$ cat config.mk
export PLATFORM = sky130hd
export DESIGN_NAME = imm_encoder_flat
export DESIGN_NICKNAME = d
export VERILOG_FILES = /design/src/rtl/imm_enc_pkg.sv /design/src/rtl/imm_encoder_if.sv /design/src/rtl/imm_enc_li_split.sv /design/src/rtl/imm_encoder.sv /design/src/flat_wrapper.sv
export SDC_FILE = /design/constraint.sdc
export NUM_CORES = 1
export LEC_CHECK = 0
export CORE_MARGIN = 10
export CORE_UTILIZATION = 40
export CTS_CLUSTER_SIZE = 12
export DETAILED_ROUTE_END_ITERATION = 10
export GPL_TIMING_DRIVEN = 0
export PLACE_DENSITY = 0.62
export SETUP_SLACK_MARGIN = 0.02
export SKIP_CTS_REPAIR_TIMING = 1
export SLEW_MARGIN = 10
export SYNTH_ARGS = -nofsm -noshare
export SYNTH_HDL_FRONTEND = slang
export SYNTH_SLANG_ARGS = --single-unit
$ cat constraint.sdc
create_clock -name clk -period 2.6 [get_ports clk]
set_input_delay 0.52 -clock clk [delete_from_list [all_inputs] [get_ports clk]]
set_output_delay 0.52 -clock clk [all_outputs]
set_load 0.01 [all_outputs]
$ cat src/rtl/imm_enc_pkg.sv
// Shared types, opcode constants and the single-word immediate packer for imm_encoder.
package imm_enc_pkg;

  typedef enum logic [2:0] {
    ENC_I  = 3'd0,
    ENC_S  = 3'd1,
    ENC_B  = 3'd2,
    ENC_J  = 3'd3,
    ENC_U  = 3'd4,
    ENC_LI = 3'd5
  } enc_op_e;

  localparam logic [6:0] OPC_LUI   = 7'b0110111;
  localparam logic [6:0] OPC_OPIMM = 7'b0010011;

  // Signed immediate limits; B/J upper limits are the largest even value.
  localparam int IMM12_MIN = -2048;
  localparam int IMM12_MAX = 2047;
  localparam int IMM13_MIN = -4096;
  localparam int IMM13_MAX = 4094;
  localparam int IMM21_MIN = -(1 << 20);
  localparam int IMM21_MAX = (1 << 20) - 2;

  typedef struct packed {
    logic [31:0] instr;
    logic        err;
  } pack_res_t;

  // Overwrite the immediate bit positions of base for one-word ops; fields are
  // truncated even when the range/alignment check fails.
  function automatic pack_res_t pack_imm(enc_op_e op, logic [31:0] base, logic [31:0] imm);
    pack_res_t res;
    int        simm;
    simm      = $signed(imm);
    res.instr = base;
    res.err   = 1'b0;
    case (op)
      ENC_I: begin
        res.instr[31:20] = imm[11:0];
        res.err          = (simm < IMM12_MIN) || (simm > IMM12_MAX);
      end
      ENC_S: begin
        res.instr[31:25] = imm[11:5];
        res.instr[11:7]  = imm[4:0];
        res.err          = (simm < IMM12_MIN) || (simm > IMM12_MAX);
      end
      ENC_B: begin
        res.instr[31]    = imm[12];
        res.instr[7]     = imm[11];
        res.instr[30:25] = imm[10:5];
        res.instr[11:8]  = imm[4:1];
        res.err          = (simm < IMM13_MIN) || (simm > IMM13_MAX) || imm[0];
      end
      ENC_J: begin
        res.instr[31]    = imm[20];
        res.instr[30:21] = imm[10:1];
        res.instr[20]    = imm[11];
        res.instr[19:12] = imm[19:12];
        res.err          = (simm < IMM21_MIN) || (simm > IMM21_MAX) || imm[0];
      end
      ENC_U: begin
        res.instr[31:12] = imm[31:12];
        res.err          = (imm[11:0] != 12'd0);
      end
      // Reserved ops pass the template through flagged; LI is expanded elsewhere.
      default: res.err = 1'b1;
    endcase
    return res;
  endfunction

endpackage

$ cat src/rtl/imm_encoder_if.sv
// Command and output handshake bundle of imm_encoder.
interface imm_encoder_if;
  logic        cmd_valid;
  logic        cmd_ready;
  logic [2:0]  cmd_op;
  logic [31:0] cmd_base;
  logic [31:0] cmd_imm;
  logic        out_valid;
  logic        out_ready;
  logic [31:0] out_instr;
  logic        out_err;
  logic        out_last;

  // Producer of commands and consumer of encoded words.
  modport master (
    output cmd_valid, cmd_op, cmd_base, cmd_imm, out_ready,
    input  cmd_ready, out_valid, out_instr, out_err, out_last
  );

  // The encoder itself.
  modport slave (
    input  cmd_valid, cmd_op, cmd_base, cmd_imm, out_ready,
    output cmd_ready, out_valid, out_instr, out_err, out_last
  );
endinterface

$ cat src/rtl/imm_enc_li_split.sv
// Splits an LI immediate into LUI upper and ADDI lower parts (combinational).
module imm_enc_li_split (
  input  logic [31:0] imm_i,
  output logic [19:0] hi_o,
  output logic [11:0] lo_o,
  output logic        need_lui_o,
  output logic        need_addi_o
);

  logic [19:0] hi;
  logic [11:0] lo;

  // (imm + 0x800) >> 12 reduces to adding bit 11 into the upper field, since the
  // ADDI sign-extends lo and the LUI must compensate.
  always_comb begin
    hi          = imm_i[31:12] + {19'd0, imm_i[11]};
    lo          = imm_i[11:0];
    hi_o        = hi;
    lo_o        = lo;
    need_lui_o  = (hi != 20'd0);
    // With hi == 0 an ADDI from x0 is always emitted, even for imm == 0.
    need_addi_o = (lo != 12'd0) || (hi == 20'd0);
  end

endmodule

$ cat src/rtl/imm_encoder.sv
// Packs signed immediates into RISC-V I/S/B/J/U layouts and expands LI into LUI/ADDI.
module imm_encoder
  import imm_enc_pkg::*;
#(
  parameter int unsigned NONE_ERR_CHECK = 0
) (
  input logic          clk,
  input logic          rst_n,
  imm_encoder_if.slave bus
);

  typedef enum logic [1:0] {
    StIdle,
    StOut,
    StFirst
  } state_e;

  localparam bit ErrEn = (NONE_ERR_CHECK == 0);

  state_e      state_q, state_d;
  logic [31:0] instr_q, instr_d;
  logic        err_q, err_d;
  logic        last_q, last_d;
  logic [31:0] pend_q, pend_d;

  logic [19:0] li_hi;
  logic [11:0] li_lo;
  logic        li_need_lui;
  logic        li_need_addi;
  logic [4:0]  rd;
  logic [31:0] lui_word;
  logic [31:0] addi_word;
  pack_res_t   pack;
  logic        accept;

  imm_enc_li_split u_li_split (
    .imm_i       (bus.cmd_imm),
    .hi_o        (li_hi),
    .lo_o        (li_lo),
    .need_lui_o  (li_need_lui),
    .need_addi_o (li_need_addi)
  );

  assign bus.cmd_ready = (state_q == StIdle) || ((state_q == StOut) && bus.out_ready);
  assign accept        = bus.cmd_valid && bus.cmd_ready;

  assign bus.out_valid = (state_q != StIdle);
  assign bus.out_instr = instr_q;
  assign bus.out_err   = err_q;
  assign bus.out_last  = last_q;

  // Candidate words for the command currently on the cmd side.
  always_comb begin
    rd        = bus.cmd_base[11:7];
    lui_word  = {li_hi, rd, OPC_LUI};
    // ADDI builds on the LUI result when there is one, otherwise starts from x0.
    addi_word = {li_lo, (li_need_lui ? rd : 5'd0), 3'b000, rd, OPC_OPIMM};
    pack      = pack_imm(enc_op_e'(bus.cmd_op), bus.cmd_base, bus.cmd_imm);
  end

  // Next-state and next-output computation; outputs hold unless retired or reloaded.
  always_comb begin
    state_d = state_q;
    instr_d = instr_q;
    err_d   = err_q;
    last_d  = last_q;
    pend_d  = pend_q;

    unique case (state_q)
      StFirst: begin
        if (bus.out_ready) begin
          state_d = StOut;
          instr_d = pend_q;
          err_d   = 1'b0;
          last_d  = 1'b1;
        end
      end
      StOut: begin
        if (bus.out_ready && !accept) begin
          state_d = StIdle;
        end
      end
      default: ;
    endcase

    if (accept) begin
      if (bus.cmd_op == ENC_LI) begin
        err_d = 1'b0;
        if (li_need_lui && li_need_addi) begin
          state_d = StFirst;
          instr_d = lui_word;
          pend_d  = addi_word;
          last_d  = 1'b0;
        end else begin
          state_d = StOut;
          instr_d = li_need_lui ? lui_word : addi_word;
          last_d  = 1'b1;
        end
      end else begin
        state_d = StOut;
        instr_d = pack.instr;
        err_d   = pack.err && ErrEn;
        last_d  = 1'b1;
      end
    end
  end

  // State and output registers; reset drops any pending ADDI.
  always_ff @(posedge clk or negedge rst_n) begin
    if (!rst_n) begin
      state_q <= StIdle;
      instr_q <= '0;
      err_q   <= 1'b0;
      last_q  <= 1'b0;
      pend_q  <= '0;
    end else begin
      state_q <= state_d;
      instr_q <= instr_d;
      err_q   <= err_d;
      last_q  <= last_d;
      pend_q  <= pend_d;
    end
  end

endmodule
$ cat src/flat_wrapper.sv
// flat-port wrapper written by rule: the top's interface ports become plain ports
module imm_encoder_flat import imm_enc_pkg::*;
#(
  parameter int unsigned NONE_ERR_CHECK = 0
)
  (clk, rst_n, bus_cmd_valid, bus_cmd_op, bus_cmd_base, bus_cmd_imm, bus_out_ready, bus_cmd_ready, bus_out_valid, bus_out_instr, bus_out_err, bus_out_last);
  imm_encoder_if bus_i ();
  input logic clk;
  input logic rst_n;
  input wire logic [$bits(bus_i.cmd_valid)-1:0] bus_cmd_valid;
  input wire logic [$bits(bus_i.cmd_op)-1:0] bus_cmd_op;
  input wire logic [$bits(bus_i.cmd_base)-1:0] bus_cmd_base;
  input wire logic [$bits(bus_i.cmd_imm)-1:0] bus_cmd_imm;
  input wire logic [$bits(bus_i.out_ready)-1:0] bus_out_ready;
  output wire logic [$bits(bus_i.cmd_ready)-1:0] bus_cmd_ready;
  output wire logic [$bits(bus_i.out_valid)-1:0] bus_out_valid;
  output wire logic [$bits(bus_i.out_instr)-1:0] bus_out_instr;
  output wire logic [$bits(bus_i.out_err)-1:0] bus_out_err;
  output wire logic [$bits(bus_i.out_last)-1:0] bus_out_last;
  assign bus_i.cmd_valid = bus_cmd_valid;
  assign bus_i.cmd_op = bus_cmd_op;
  assign bus_i.cmd_base = bus_cmd_base;
  assign bus_i.cmd_imm = bus_cmd_imm;
  assign bus_i.out_ready = bus_out_ready;
  assign bus_cmd_ready = bus_i.cmd_ready;
  assign bus_out_valid = bus_i.out_valid;
  assign bus_out_instr = bus_i.out_instr;
  assign bus_out_err = bus_i.out_err;
  assign bus_out_last = bus_i.out_last;
  imm_encoder #(.NONE_ERR_CHECK(NONE_ERR_CHECK)) u_core (.clk(clk), .rst_n(rst_n), .bus(bus_i));
endmodule
* Word level (Yosys, flattened, before mapping)
Cells that the tools add are included.
Word-level totals: flip-flop bits (word level) 61, bits in latches 0, RAM bits 0, ROM bits 0, input port bits 71, output and inout bits 36, logic and storage cells 74, memories kept 0
Operators by class: add/sub/neg operators 1, multiply operators 0, divide/modulo/power cells 0, $lt $le $gt $ge 6, equality and inequality tests 9, shifts and indexed selects 0, mux-type cells 27, bitwise gates (word level) 0, reductions and logical operators 26
Operator list (count):
- 32-bit two-way mux | 6
- 32-bit by 12-bit > comparator with 1-bit output (second input constant) | 1
- 32-bit by 13-bit > comparator with 1-bit output (second input constant) | 1
- 32-bit by 21-bit > comparator with 1-bit output (second input constant) | 1
- 32-bit by 12-bit less-than comparator with 1-bit output (second input constant) | 1
- 32-bit by 13-bit less-than comparator with 1-bit output (second input constant) | 1
- 32-bit by 21-bit less-than comparator with 1-bit output (second input constant) | 1
- 7-bit case mux with 4 select lines | 1
- 20-bit by 1-bit adder with 20-bit output | 1
- 20-bit logical NOT | 1
- 20-bit nonzero test | 1
- 5-bit case mux with 3 select lines | 1
- 12-bit nonzero test | 1
- 2-bit two-way mux | 5
- 5-bit case mux with 2 select lines | 1
- 1-bit two-way mux | 9
- 8-bit two-way mux | 1
- 1-bit logical OR | 7
- 3-bit by 2-bit equality test with 1-bit output (second input constant) | 2
- 3-bit equality test (second input constant) | 2
- 3-bit by 2-bit != test with 1-bit output (second input constant) | 2
- 3-bit AND reduction | 2
- 2-bit nonzero test | 3
- 5-bit two-way mux | 1
- 12 further kinds | 16

* Logic depth before layout (Yosys ltp)
word-level depth 9, mapped depth 10, gate-level depth less buffers 8

* Cells and area by module
Synthesis repeated with hierarchy kept, for this count alone.
Unflattened totals: cells, all modules 520, area, all modules 4466.8 µm²
Modules (own cells, without submodules):
- imm_encoder | times used 1, cells each 414, area an instance 3712.3 µm², seq. area each 1476.4 µm²
- imm_enc_li_split | times used 1, cells each 106, area an instance 754.5 µm², seq. area each 0.0 µm²

* Least setup slack after synthesis
Ideal clock, no wire load.
kind in2reg, from in bus_cmd_imm[11], to reg u_core.pend_q[17], library setup time 0.125 ns, arrival time 2.756 ns, data required time 2.475 ns, path slack -0.281 ns, cell stages on the path 10, path buffers 2, path through ha_1 -> ha_1 -> nand4_4 -> nor3_1 -> mux2_2 -> and4_1 -> a31o_1 -> buf_6 -> buf_12 -> mux2_4
Between the ends: cells in the longest elaborated chain, start to end 5, elaborated cells between the ends (all ways) 8, classes of those cells add/sub: 1; mux: 1; reduce/logical: 6
Ends and longest elaborated chain:
- start, declared | line flat_wrapper.sv:13 | input wire logic [$bits(bus_i.cmd_imm)-1:0] bus_cmd_imm;
- 20-bit by 1-bit adder with 20-bit output | line imm_enc_li_split.sv:16 | hi = imm_i[31:12] + {19'd0, imm_i[11]};
- 20-bit logical NOT | line imm_enc_li_split.sv:22 | need_addi_o = (lo != 12'd0) || (hi == 20'd0);
- 1-bit logical OR | line imm_enc_li_split.sv:22
- 1-bit logical AND | line imm_encoder.sv:89 | if (li_need_lui && li_need_addi) begin
- 3-bit AND reduction (no line)
- end signal, assigned | line imm_encoder.sv:121 | pend_q <= pend_d;
- end, declared | line imm_encoder.sv:24 | logic [31:0] pend_q, pend_d;
Several ways; a longest one is shown, not always the timed one. A chain may end at the register's enable or synchronous reset.

* Final worst setup path
from in bus_cmd_imm[12], to reg u_core.pend_q[18]
Between the ends: cells in the longest elaborated chain, start to end 5, elaborated cells between the ends (all ways) 7, classes of those cells add/sub: 1; mux: 1; reduce/logical: 5
Ends and longest elaborated chain (line):
- 20-bit by 1-bit adder with 20-bit output (*) | imm_enc_li_split.sv:16
- 20-bit logical NOT | imm_enc_li_split.sv:22
- 1-bit logical OR | imm_enc_li_split.sv:22
- 1-bit logical AND | imm_encoder.sv:89
- 3-bit AND reduction (no line)
Mark *: on every way between the ends. The rest lies on a longest branch, timed or not.

==> metrics.txt <==
Fmax 376 MHz; Die Area 0.0159 mm²; Logic pwr share 0.442; Avg Inst Size Synth 9.20 µm²; clock root cell clkbuf_16; largest net degree at the start of global routing 60; Fillers 1012; failing checks negative setup slack; GPL Wtd Cong 0.921; max cap viols 0; starting density of the core 0.413; hold_ws 0.250 ns; peak supply drop 567 µV; H-tree depth 3; Synth Area in Simple Gates 0.215; reg2reg start u_core.state_q[0]; CP Class in2reg; Syn Std Cell Area 0.00452 mm²; Post-Synthesis Net Count 568; global-route wire length before repair 25700 µm; Synth Flop Type dfrtp_1; run status finished with violations; CTS clk-pin slew, worst paths 0.05 ns; Net Switching ~0.0016 W; Slew Viols, Final 0; worst reg2reg path depth 7; vias in the first global route 4497; Post-DRT Antenna Nets 0; min cycle time layout 2.66 ns; Syn Inst Count 491; Slew @ Worst Pin ~0.83 ns; RSZ-0062 raised after global routing true; largest family of logic cells by synthesized area simple AND/OR/NAND/NOR gates; DRT iter0 DRCs 523; num ports 107; static leakage 2.64 nW; Async SR Flop Fraction 1.00; final hold violations 0; most common cell after layout, fill and taps aside clkdlybuf4s50_1; pwr dens 778 mW/mm²; Post-Synth Adder-Cell Area 0.0166; number of synthesized register bits between 50 and 60; DR vias 4555; sequential share of power 0.340; PortBufs just over 90; hold crit path type in2async; DRT Wirelength 16800 µm; r2r setup slk 0.25 ns; library cells used by synthesis 70; gr usage total 0.199; DRC Markers 0; endpoint class of the critical path flop; xor and xnor area share after synthesis 0.0366; count of flip-flops with a built-in enable after synthesis 0; Nets 686; clock skew around 0.0043 ns; Site Rows 38; DIE HEIGHT 126 µm; mux cell area share after synthesis 0.130; commonest non-fill, non-tap cells in the layout clkdlybuf4s50_1 (84), dfrtp_1 (59), nand2_1 (42); sw frac 0.334; sequential-to-total area share from yosys stat 0.327; TritonCTS clock tree done; Sink Count 59; total core area about 0.011 mm²; Worst EP arrival 2.87 ns; Clock Path Buffers 2; routed len/inst 22.4 µm; Slew headroom 0.445; clk_lat worst skew approximately 0.32 ns; crit path max fanout 10; number of vias per cell 6.05; drt first pass iters 5; fraction of layout cells with a size suffix above 1 0.201; clock buffer count from CTS 9; die width 126 µm; P_int 0.00320 W; area grow syn2layout 37.0%; post-synthesis compound-gate area fraction 0.203; Crit Reg-Reg Endpoint u_core.bus.out_instr[0]; final core occ 0.566; clock share of power 0.218; Tot Pwr between 0.004 and 0.005 W; Critical Path Start Type primary input; final worst-path cycle share 1.02; Final Setup Violations 20; initial antenna violation count 0; Critical Path RT 2.81 ns; Final WS setup -0.0620 ns; Detailed Place HPWL 12700 µm; YS warnings 0; grt total ovfl 0; antenna cell count 0
kinds of logic after synthesis:
| kind of cell | after synthesis |
|---|---|
| simple gates | 172 |
| compound gates | 130 |
| flops | 59 |
| buf+inv | 58 |
| mux | 48 |
| xor+xnor | 18 |
| fa+ha+maj | 6 |
flip-flops by register name, indices dropped and copies added (netlist names):
name	flops
u_core.bus.out_instr	32
u_core.bus.out_err	1
u_core.bus.out_last	1
u_core.state_q	2
u_core.pend_q	23
worst max-delay path: stages:
cell and delay, ns:
buf_12 0.11, ha_4 0.16, buf_4 0.15, a311o_1 0.30
o31ai_1 0.08, nor4bb_4 0.40, and4_4 0.34, a31o_1 0.16
buf_6 0.16, buf_12 0.17, mux2_4 0.31
synth_stat cells, types with 3 or more instances:
master | number | area [µm²]
mux2_2 | 12 | 135
inv_1 | 11 | 41.3
a31o_2 | 11 | 96.3
nor2_1 | 25 | 93.8
nor3_1 | 21 | 105
xnor2_1 | 14 | 123
mux2i_1 | 19 | 190
buf_4 | 10 | 75.1
nand4_1 | 12 | 75.1
nand2_1 | 42 | 158
a32oi_1 | 5 | 43.8
nand3_1 | 17 | 85.1
o32ai_1 | 4 | 35.0
and2_1 | 10 | 62.6
o311ai_0 | 3 | 26.3
xor2_1 | 3 | 26.3
a211oi_1 | 7 | 52.6
ha_1 | 6 | 75.1
a31oi_1 | 7 | 43.8
clkbuf_1 | 21 | 78.8
o21ai_0 | 24 | 120
o22ai_1 | 4 | 25.0
a21oi_1 | 24 | 120
nor4_1 | 10 | 62.6
o211ai_1 | 7 | 52.6
nor2b_1 | 5 | 31.3
a22oi_1 | 4 | 30.0
buf_6 | 4 | 45.0
and3_1 | 6 | 37.5
buf_1 | 5 | 18.8
mux2_4 | 16 | 240
buf_2 | 4 | 20.0
o221ai_1 | 7 | 61.3
dfrtp_1 | 59 | 1480
nand2b_1 | 3 | 18.8
through the flow:
stage	setup WS [ns]	cell area, µm²	TNS [ns]	std cells
floorplan	0.00468	4590	0	491
global placement	-1.39	5680	-105.64	723
detailed placement	-1.33	5680	-49.38	723
CTS	-1.00	5940	-32.71	738
global route	-0.0930	6190	-1.51	753
finish	-0.0620	6190	-0.878	753
final cells by class:
type / instances / area, µm² / area share
clock buffer: 12 / 246 / 0.0398
inverter: 12 / 48.8 / 0.00789
buffer: 46 / 327 / 0.0528
timing repair buffer: 107 / 1060 / 0.171
clock inverter: 3 / 15.0 / 0.00243
tap: 140 / 175 / 0.0283
multi-input combinational: 374 / 2840 / 0.459
sequential: 59 / 1480 / 0.239
power groups by stage:
stage	Clock, W	Combinational [W]	Sequential, W
floorplan	0	0.00104	0.00168
detailed placement	0	0.00211	0.00163
global placement	0	0.00207	0.00162
global route	0.00110	0.00231	0.00167
CTS	0.00105	0.00212	0.00163
finish	0.00105	0.00213	0.00164
per-layer routing:
layer,track usage,vias up,part of all wire
li1,-,2082,-
met1,0.270,2263,0.45
met2,0.314,188,0.46
met3,0.0386,22,0.060
met4,0.0563,0,0.021
met5,0,-,0
worst max path at each step:
stage                   endpoint  cells past startpoint  slack [ns]             from
6_report       u_core.pend_q[18]                     11       -0.06  bus_cmd_imm[12]
2_1_floorplan  u_core.pend_q[17]                      9       0.005  bus_cmd_imm[22]
4_1_cts        u_core.pend_q[17]                     11        -1.0  bus_cmd_imm[12]
3_3_place_gp   u_core.pend_q[25]                     11       -1.39  bus_cmd_imm[12]
3_5_place_dp   u_core.pend_q[18]                     11       -1.33  bus_cmd_imm[12]
5_1_grt        u_core.pend_q[17]                     10       -0.09  bus_cmd_imm[14]
Power figures use the tool's default switching activity.
